`config.mk`:
```
export PLATFORM = sky130hd
export DESIGN_NAME = demux_fifo4
export DESIGN_NICKNAME = d
export VERILOG_FILES = /design/src/rtl/demux_fifo4.sv
export SDC_FILE = /design/constraint.sdc
export NUM_CORES = 1
export LEC_CHECK = 0
export ABC_AREA = 0
export CORE_MARGIN = 8
export CORE_UTILIZATION = 30
export CTS_BUF_LIST = sky130_fd_sc_hd__clkbuf_8
export CTS_CLUSTER_DIAMETER = 50
export DETAILED_ROUTE_END_ITERATION = 8
export DONT_BUFFER_PORTS = 1
export PLACE_DENSITY = 0.44
export SYNTH_ARGS = -nofsm -noshare
export SYNTH_HDL_FRONTEND = slang
export SYNTH_SLANG_ARGS = --single-unit
```
`constraint.sdc`:
```
create_clock -name clk -period 2.5 [get_ports clk]
set_input_delay 0.375 -clock clk [delete_from_list [all_inputs] [get_ports clk]]
set_output_delay 0.375 -clock clk [all_outputs]
set_load 0.1 [all_outputs]
```
`src/rtl/demux_fifo4.sv`:
```
// rtl/demux_fifo4.sv - one-to-four demux feeding independent per-channel FIFOs
// Each channel shows its head word while non-empty, and the last popped word while empty.
module demux_fifo4 #(
  parameter int DEPTH = 2
) (
  input  logic       clk,
  input  logic       rst,
  input  logic       in_valid,
  output logic       in_ready,
  input  logic [3:0] in_data,
  input  logic [1:0] in_sel,
  output logic [3:0] a,
  output logic [3:0] b,
  output logic [3:0] c,
  output logic [3:0] d,
  output logic [3:0] out_valid,
  input  logic [3:0] out_ready,
  output logic [7:0] xfer_cnt
);

  localparam int PW = $clog2(DEPTH);
  localparam int CW = PW + 1;
  localparam logic [CW-1:0] FULL = CW'(DEPTH);

  logic [3:0]    mem_q    [4][DEPTH];
  logic [PW-1:0] wr_ptr_q [4];
  logic [PW-1:0] wr_ptr_d [4];
  logic [PW-1:0] rd_ptr_q [4];
  logic [PW-1:0] rd_ptr_d [4];
  logic [CW-1:0] cnt_q    [4];
  logic [CW-1:0] cnt_d    [4];
  logic [3:0]    last_q   [4];
  logic [3:0]    last_d   [4];
  logic [3:0]    head     [4];
  logic [7:0]    xfer_cnt_q;
  logic [7:0]    xfer_cnt_d;
  logic [3:0]    push;
  logic [3:0]    pop;

  // Readiness looks only at the selected channel's current occupancy, never at pops.
  always_comb begin
    in_ready = !rst && (cnt_q[in_sel] != FULL);
  end

  always_comb begin
    for (int i = 0; i < 4; i++) begin
      out_valid[i] = (cnt_q[i] != '0);
      head[i]      = out_valid[i] ? mem_q[i][rd_ptr_q[i]] : last_q[i];
      push[i]      = in_valid && in_ready && (in_sel == 2'(i));
      pop[i]       = !rst && out_valid[i] && out_ready[i];
      wr_ptr_d[i]  = wr_ptr_q[i] + PW'(push[i]);
      rd_ptr_d[i]  = rd_ptr_q[i] + PW'(pop[i]);
      cnt_d[i]     = cnt_q[i] + CW'(push[i]) - CW'(pop[i]);
      last_d[i]    = pop[i] ? head[i] : last_q[i];
    end
    xfer_cnt_d = xfer_cnt_q + 8'(|push);
  end

  always_ff @(posedge clk) begin
    if (rst) begin
      for (int i = 0; i < 4; i++) begin
        for (int j = 0; j < DEPTH; j++) begin
          mem_q[i][j] <= '0;
        end
        wr_ptr_q[i] <= '0;
        rd_ptr_q[i] <= '0;
        cnt_q[i]    <= '0;
        last_q[i]   <= '0;
      end
      xfer_cnt_q <= '0;
    end else begin
      for (int i = 0; i < 4; i++) begin
        if (push[i]) begin
          mem_q[i][wr_ptr_q[i]] <= in_data;
        end
        wr_ptr_q[i] <= wr_ptr_d[i];
        rd_ptr_q[i] <= rd_ptr_d[i];
        cnt_q[i]    <= cnt_d[i];
        last_q[i]   <= last_d[i];
      end
      xfer_cnt_q <= xfer_cnt_d;
    end
  end

  assign a        = head[0];
  assign b        = head[1];
  assign c        = head[2];
  assign d        = head[3];
  assign xfer_cnt = xfer_cnt_q;

endmodule

```
==> run summary, run 1 <==
### Run status
- result of the run: completed

### STA
- tightest slew margin relative to the limit: 53.00%
- final setup violation count: 0
- max-slew violations: 0
- total count of hold-check failures in the final report: 0
- part of the cycle the worst path needs: 89.49%
- final worst path period need: 2.237 ns
- worst-case clock skew: 0.01033 ns
- RSZ-0062 raised after global routing: no
- accumulated negative setup slack: 0 ns
- Worst-Margin Slew: 0.7049 ns
- achievable clock frequency: 447.0 MHz

### Logic synthesis
- most common cell in the synthesized netlist: sky130_fd_sc_hd__dfxtp_1
- most common flop cell mapped by yosys: sky130_fd_sc_hd__dfxtp_1
- fraction of the yosys area taken by sequential cells: 49.87%
- flip-flop and latch count after synthesis: 72
- Synth async-reset ratio: 0%
- top cells by instance count after synthesis: 52 x sky130_fd_sc_hd__dfxtp_1, 45 x sky130_fd_sc_hd__nor2_1, 29 x sky130_fd_sc_hd__mux2i_1
- post-synthesis average cell area: 9.682 µm²
- number of distinct library cell variants in the gate-level netlist after synthesis: 39
- cells taking the most area after synthesis: sky130_fd_sc_hd__dfxtp_1 32%, sky130_fd_sc_hd__edfxtp_1 18%, sky130_fd_sc_hd__mux2i_1 8.8%
- number of warning messages in the yosys log: 0
- cell taking the most area after synthesis: sky130_fd_sc_hd__dfxtp_1
- fraction of post-synthesis cell area in the top cell type by area: 31.62%
- synthesized instance count: 340
- number of synthesized flops with an enable pin: 20
- Post-Synthesis Net Count: 363
- post-synthesis instance area: 3292 µm²

### Clock tree
- clk root buf: sky130_fd_sc_hd__clkbuf_8
- hold-fix buffer count after cts: 0
- count of cells resized by post-cts repair: 0
- number of buffers inserted to repair setup after CTS: 0
- number of buffers inserted during clock tree synthesis: 9
- CTS sink count: 72
- insertion delay to the later sink of the worst-skew pair: 0.34 ns
- number of H-tree levels: 3
- number of buffers on the longest clock path: 2
- post-CTS clock slew at the launch and capture registers of the worst setup and hold paths: 0.08 ns
- CTS tree: yes

### Worst setup path
- end point of the critical path: a[2]
- Top delay family on crit path: simple AND/OR/NAND/NOR gates
- r2r endpoint: xfer_cnt[6]
- reg-to-reg slack, setup: 0.34 ns
- cell with the biggest individual delay on the critical path: sky130_fd_sc_hd__or2_2
- required time worst endpoint: 2.12 ns
- Setup Crit Path Kind: reg2out
- worst reg-to-reg path cell count: 8
- number of buffer and inverter instances along the worst setup path: 1
- peak per-stage delay on the critical path: 0.60 ns
- startpoint kind of the worst setup timing path: flip-flop
- launch point of the worst path: cnt_q[0][1]
- Setup crit end kind: output port
- worst path arrival time: 1.86 ns
- largest driver fanout on the critical path: 9
- number of gates on the worst path with buffers counted: 4
- start of the worst register-to-register path: cnt_q[3][0]
- Cell Chain, Critical Path: or2_2 > nor2_1 > a21oi_2 > buf_4

### Finish
- NumNets Final: 380
- fraction of final layout cells with drive strength greater than 1: 19.61%
- layout overhead on the synthesized area: 17.22%
- Diodes inserted: 0
- filler instances: 1080

### Route
- # DRC: 0
- total via count after detailed routing: 2309
- ratio of routed vias to standard cells: 4.600
- first-pass iteration count of the detailed router: 4
- Routed WL: 7027 µm
- violation count after the first detailed-route iteration: 66
- Avg WL per Cell: 14.00 µm
- post-route antenna net violation count: 0

### Floorplanning
- initial core utilization: 30.50%
- x dimension of the die: 120.8 µm
- Core Footprint: 10790 µm²
- height of the chip: 120.8 µm
- die outline area: 14580 µm²
- number of primary I/O pins: 42
- total number of placement rows: 38

### Placed design
- IO buf count: 0
- final estimated routing congestion in global placement: 0.7107
- Final HPWL DP: 5150 µm

### Global route
- initial antenna violation count: 0
- GR Overflow Total: 0
- via count of the first global-routing pass: 2232
- Tot GR Track Use: 10.17%
- pin count of the biggest net entering global routing: 47
- global-route wire length before repair: 11500 µm

### Power
- PD cells: 796.7 nW/µm²
- worst vdd rail ir drop: 0.0003100 V
- leakage power of the design: 0.001521 µW
- overall power after layout: 3074 µW

### Min path
- Tightest Hold Check Type: in2reg
- start point of the worst hold path: rst

### Flow run
- total of max-cap violations: 0

## routing by layer
metal	wire (µm)	GRT usage, %	vias to the layer above
met3	451	3.683	6
li1	-	-	1204
met5	0	0	-
met2	3222	15.73	36
met4	87	4.918	0
met1	3266	12.29	1063
## report_power, final
part,internal (µW),leakage (µW),switching (µW)
combinational,183,0.000779,632
sequential,1260,0.000629,39.5
clock,536,0.000114,424
total,1980,0.00152,1100
## area by class of cell
class	count	area, µm²	share of cell area (%)
flip-flops and latches	72	1642	42.54
repair buffers	27	202.7	5.253
inverters	12	45.04	1.167
multi-input cells	235	1585	41.08
clock buffers	12	165.2	4.280
clock inverters	4	43.79	1.135
well taps	140	175.2	4.540
## layout by cell type (no fill, tap or decap), types with 5 or more instances in the layout
master / n
sky130_fd_sc_hd__xor2_1: 6
sky130_fd_sc_hd__dfxtp_1: 52
sky130_fd_sc_hd__nand2b_1: 5
sky130_fd_sc_hd__and2_1: 12
sky130_fd_sc_hd__nand2_1: 26
sky130_fd_sc_hd__inv_1: 12
sky130_fd_sc_hd__edfxtp_1: 20
sky130_fd_sc_hd__mux2i_1: 29
sky130_fd_sc_hd__a211oi_1: 16
sky130_fd_sc_hd__or2_2: 6
sky130_fd_sc_hd__and3_1: 6
sky130_fd_sc_hd__ha_1: 10
sky130_fd_sc_hd__nor2b_1: 9
sky130_fd_sc_hd__nor2_1: 45
sky130_fd_sc_hd__clkbuf_8: 12
sky130_fd_sc_hd__xnor2_1: 5
sky130_fd_sc_hd__buf_4: 27
sky130_fd_sc_hd__a21oi_2: 16
sky130_fd_sc_hd__a21oi_1: 9
## worst register-to-register path: stages, from the launching register on
cell and delay (ns):
sky130_fd_sc_hd__dfxtp_1 0.35, sky130_fd_sc_hd__nand2b_1 0.24, sky130_fd_sc_hd__a22oi_1 0.21, sky130_fd_sc_hd__a31oi_1 0.31
sky130_fd_sc_hd__ha_1 0.23, sky130_fd_sc_hd__ha_1 0.20, sky130_fd_sc_hd__nand2_1 0.08, sky130_fd_sc_hd__or3_1 0.35
sky130_fd_sc_hd__a21oi_1 0.13
## stage by stage
stage               setup WS, ns  cell area, µm²  hold slack (ns)  utilization (%)  cells
floorplan                0.03733            3363           0.4344                -    340
global placement          0.2715            3650           0.4447            33.82    486
detailed placement        0.2448            3650           0.4533            33.82    486
CTS                       0.2209            3859          0.07395            35.75    502
global route              0.1161            3859          0.06855            35.75    502
finish                    0.2628            3859          0.09401            35.75    502
## flip-flops by register name, indices dropped and copies added (netlist names)
name and count:
cnt_q 8, last_q 16, mem_q 32, xfer_cnt 8, wr_ptr_q 4, rd_ptr_q 4
## cell families (layout without fill, tap and decap cells)
logic type,Yosys count,in the layout,synth area share (%)
mux,29,29,8.818
compound gates,57,57,10.83
xor+xnor,11,11,2.927
simple gates,128,128,19.76
flops,72,72,49.87
buf+inv,33,55,3.991
fa+ha+maj,10,10,3.801
## worst min path at each step
stage             endpoint  slack, ns  depth (start not counted)
2_1_floorplan  mem_q[2][0]       0.43                          2
3_3_place_gp   mem_q[3][7]       0.44                          2
3_5_place_dp   mem_q[2][2]       0.45                          2
4_1_cts        cnt_q[0][0]       0.07                          1
5_1_grt        cnt_q[3][0]       0.07                          1
6_report       cnt_q[3][0]       0.09                          1
Note: power is estimated with default switching activity, not from simulation.
==> run 2: changes to the inputs <==
--- a/config.mk
+++ b/config.mk
@@ -6,6 +6,7 @@
 export NUM_CORES = 1
 export LEC_CHECK = 0
 export ABC_AREA = 0
+export CORE_ASPECT_RATIO = 1.75
 export CORE_MARGIN = 8
 export CORE_UTILIZATION = 30
 export CTS_BUF_LIST = sky130_fd_sc_hd__clkbuf_8
==> run 2 against run 1 <==
Compared with the run above:
- sequential power barely moved
- die area rose by 0.91%
- clock power fell by 17%
- cell count fell by 1.6%
- core utilization fell by 0.056 points
- global-route usage rose by 0.46 points
- critical path type unchanged
==> run summary, run 2 (synthesis gave the netlist of run 1 again) <==
### Route
- Avg WL per Cell: 14.80 µm, +5.7%
- post-route antenna net violation count: 0, unchanged
- first-pass iteration count of the detailed router: 4, unchanged
- total via count after detailed routing: 2336, +1.2%
- # DRC: 0, unchanged
- ratio of routed vias to standard cells: 4.729, +2.8%
- Routed WL: 7312 µm, +4.1%
- violation count after the first detailed-route iteration: 81, +23%

### Floorplanning
- initial core utilization: 30.77%, +0.27 points
- die outline area: 14710 µm², +0.91%
- total number of placement rows: 50, +32%
- number of primary I/O pins: 42, unchanged
- x dimension of the die: 95.19 µm, -21%
- Core Footprint: 10700 µm², -0.88%
- height of the chip: 154.6 µm, +28%

### Placed design
- final estimated routing congestion in global placement: 0.7438, +4.7%
- IO buf count: 0, unchanged
- Final HPWL DP: 5432 µm, +5.5%

### STA
- Worst-Margin Slew: 0.7060 ns, +0.001068 ns
- final worst path period need: 2.251 ns, +0.01398 ns
- RSZ-0062 raised after global routing: no
- achievable clock frequency: 444.2 MHz, -0.62%
- total count of hold-check failures in the final report: 0, unchanged
- worst-case clock skew: 0.007436 ns, -0.002895 ns
- max-slew violations: 0, unchanged
- final setup violation count: 0, unchanged
- accumulated negative setup slack: 0 ns, unchanged
- part of the cycle the worst path needs: 90.05%, +0.56 points
- tightest slew margin relative to the limit: 52.93%, -0.071 points

### Finish
- register ranked first by flip-flop count: mem_q
- fraction of final layout cells with drive strength greater than 1: 19.51%, -0.11 points
- top flop regs: mem_q x32, last_q x16
- most common library cell in the layout ignoring fill and taps: sky130_fd_sc_hd__dfxtp_1
- Diodes inserted: 0, unchanged
- NumNets Final: 382, +0.53%
- commonest cells after routing, fill and taps aside: 52 x sky130_fd_sc_hd__dfxtp_1, 45 x sky130_fd_sc_hd__nor2_1, 29 x sky130_fd_sc_hd__mux2i_1, 29 x sky130_fd_sc_hd__buf_4, 26 x sky130_fd_sc_hd__nand2_1
- flip-flop count of the largest register after layout: 32, unchanged
- core utilization of the finished layout: 35.70%, -0.056 points
- layout overhead on the synthesized area: 16.00%

### Power
- leakage power of the design: 0.001510 µW, -0.71%
- PD cells: 764.9 nW/µm², -4.0%
- worst vdd rail ir drop: 0.0003055 V, -1.4%

### Clock tree
- number of buffers on the longest clock path: 2, unchanged
- clk root buf: sky130_fd_sc_hd__clkbuf_8
- number of buffers inserted to repair setup after CTS: 0, unchanged
- post-CTS clock slew at the launch and capture registers of the worst setup and hold paths: 0.07 ns, about the same
- number of buffers inserted during clock tree synthesis: 9, unchanged
- count of cells resized by post-cts repair: 0, unchanged
- number of H-tree levels: 3, unchanged
- CTS tree: yes
- insertion delay to the later sink of the worst-skew pair: 0.35 ns, about the same
- CTS sink count: 72, unchanged
- hold-fix buffer count after cts: 0, unchanged

### Min path
- Tightest Hold Check Type: in2reg

### Global route
- initial antenna violation count: 0, unchanged
- pin count of the biggest net entering global routing: 47, unchanged
- global-route wire length before repair: 11860 µm, +3.1%
- GR Overflow Total: 0, unchanged
- via count of the first global-routing pass: 2257, +1.1%
- Tot GR Track Use: 10.63%, +0.46 points

### Worst setup path
- worst path arrival time: 1.88 ns, +0.02 ns
- reg-to-reg slack, setup: 0.43 ns, +0.09 ns
- required time worst endpoint: 2.12 ns, about the same
- startpoint kind of the worst setup timing path: flip-flop
- Setup crit end kind: output port
- Setup Crit Path Kind: reg2out
- largest driver fanout on the critical path: 9, unchanged

### Run status
- result of the run: completed

### Flow run
- total of max-cap violations: 0, unchanged

-- run 2: worst paths after layout --
kind / startpoint / end / depth (start not counted)
setup / recovery: cnt_q[0][1] / a[1] / 4
hold / removal: rst / cnt_q[0][0] / 1
setup reg to reg: cnt_q[2][1] / xfer_cnt[6] / 8
hold reg to reg: mem_q[3][5] / mem_q[3][5] / 2
-- run 2: stage by stage --
stage,total power [µW],hold slack [ns],instances,area (µm²),worst slack [ns]
after floorplan,2030,0.4344,340,3363,0.03733
after global routing,3060,0.05866,494,3819,0.09698
after detailed placement,2161,0.4554,478,3652,0.3396
final,2921,0.09145,494,3819,0.2489
after CTS,2975,0.06796,494,3819,0.1948
after global placement,2154,0.4486,478,3652,0.3668
-- run 2: final cells by class --
type	instances	area, µm²
Sequential cell	72	1642
Fill cell	1099	6879
Clock buffer	10	137.6
Multi-Input combinational cell	235	1585
Inverter	12	45.04
Timing Repair Buffer	29	217.7
Tap cell	130	162.7
Clock inverter	6	28.78
-- run 2: power by group --
part | switching (µW) | internal (µW) | leakage [µW]
sequential | 40.9 | 1260 | 0.000629
clock | 425 | 373 | 0.0000921
combinational | 635 | 188 | 0.000789
total | 1100 | 1820 | 0.00151
-- run 2: critical path, cell delays in order, from the launching register on --
cell,delay [ns]
sky130_fd_sc_hd__dfxtp_1,0.37
sky130_fd_sc_hd__or2_2,0.60
sky130_fd_sc_hd__nor2_1,0.12
sky130_fd_sc_hd__a21oi_2,0.13
sky130_fd_sc_hd__buf_4,0.30
-- run 2: routing by layer --
metal / GRT usage, % / up-vias / part of all wire (%)
met5: 0 / - / 0
met4: 4.940 / 0 / 1.9
met3: 3.587 / 9 / 6.2
met2: 18.84 / 34 / 54
met1: 10.67 / 1084 / 38
li1: - / 1209 / -
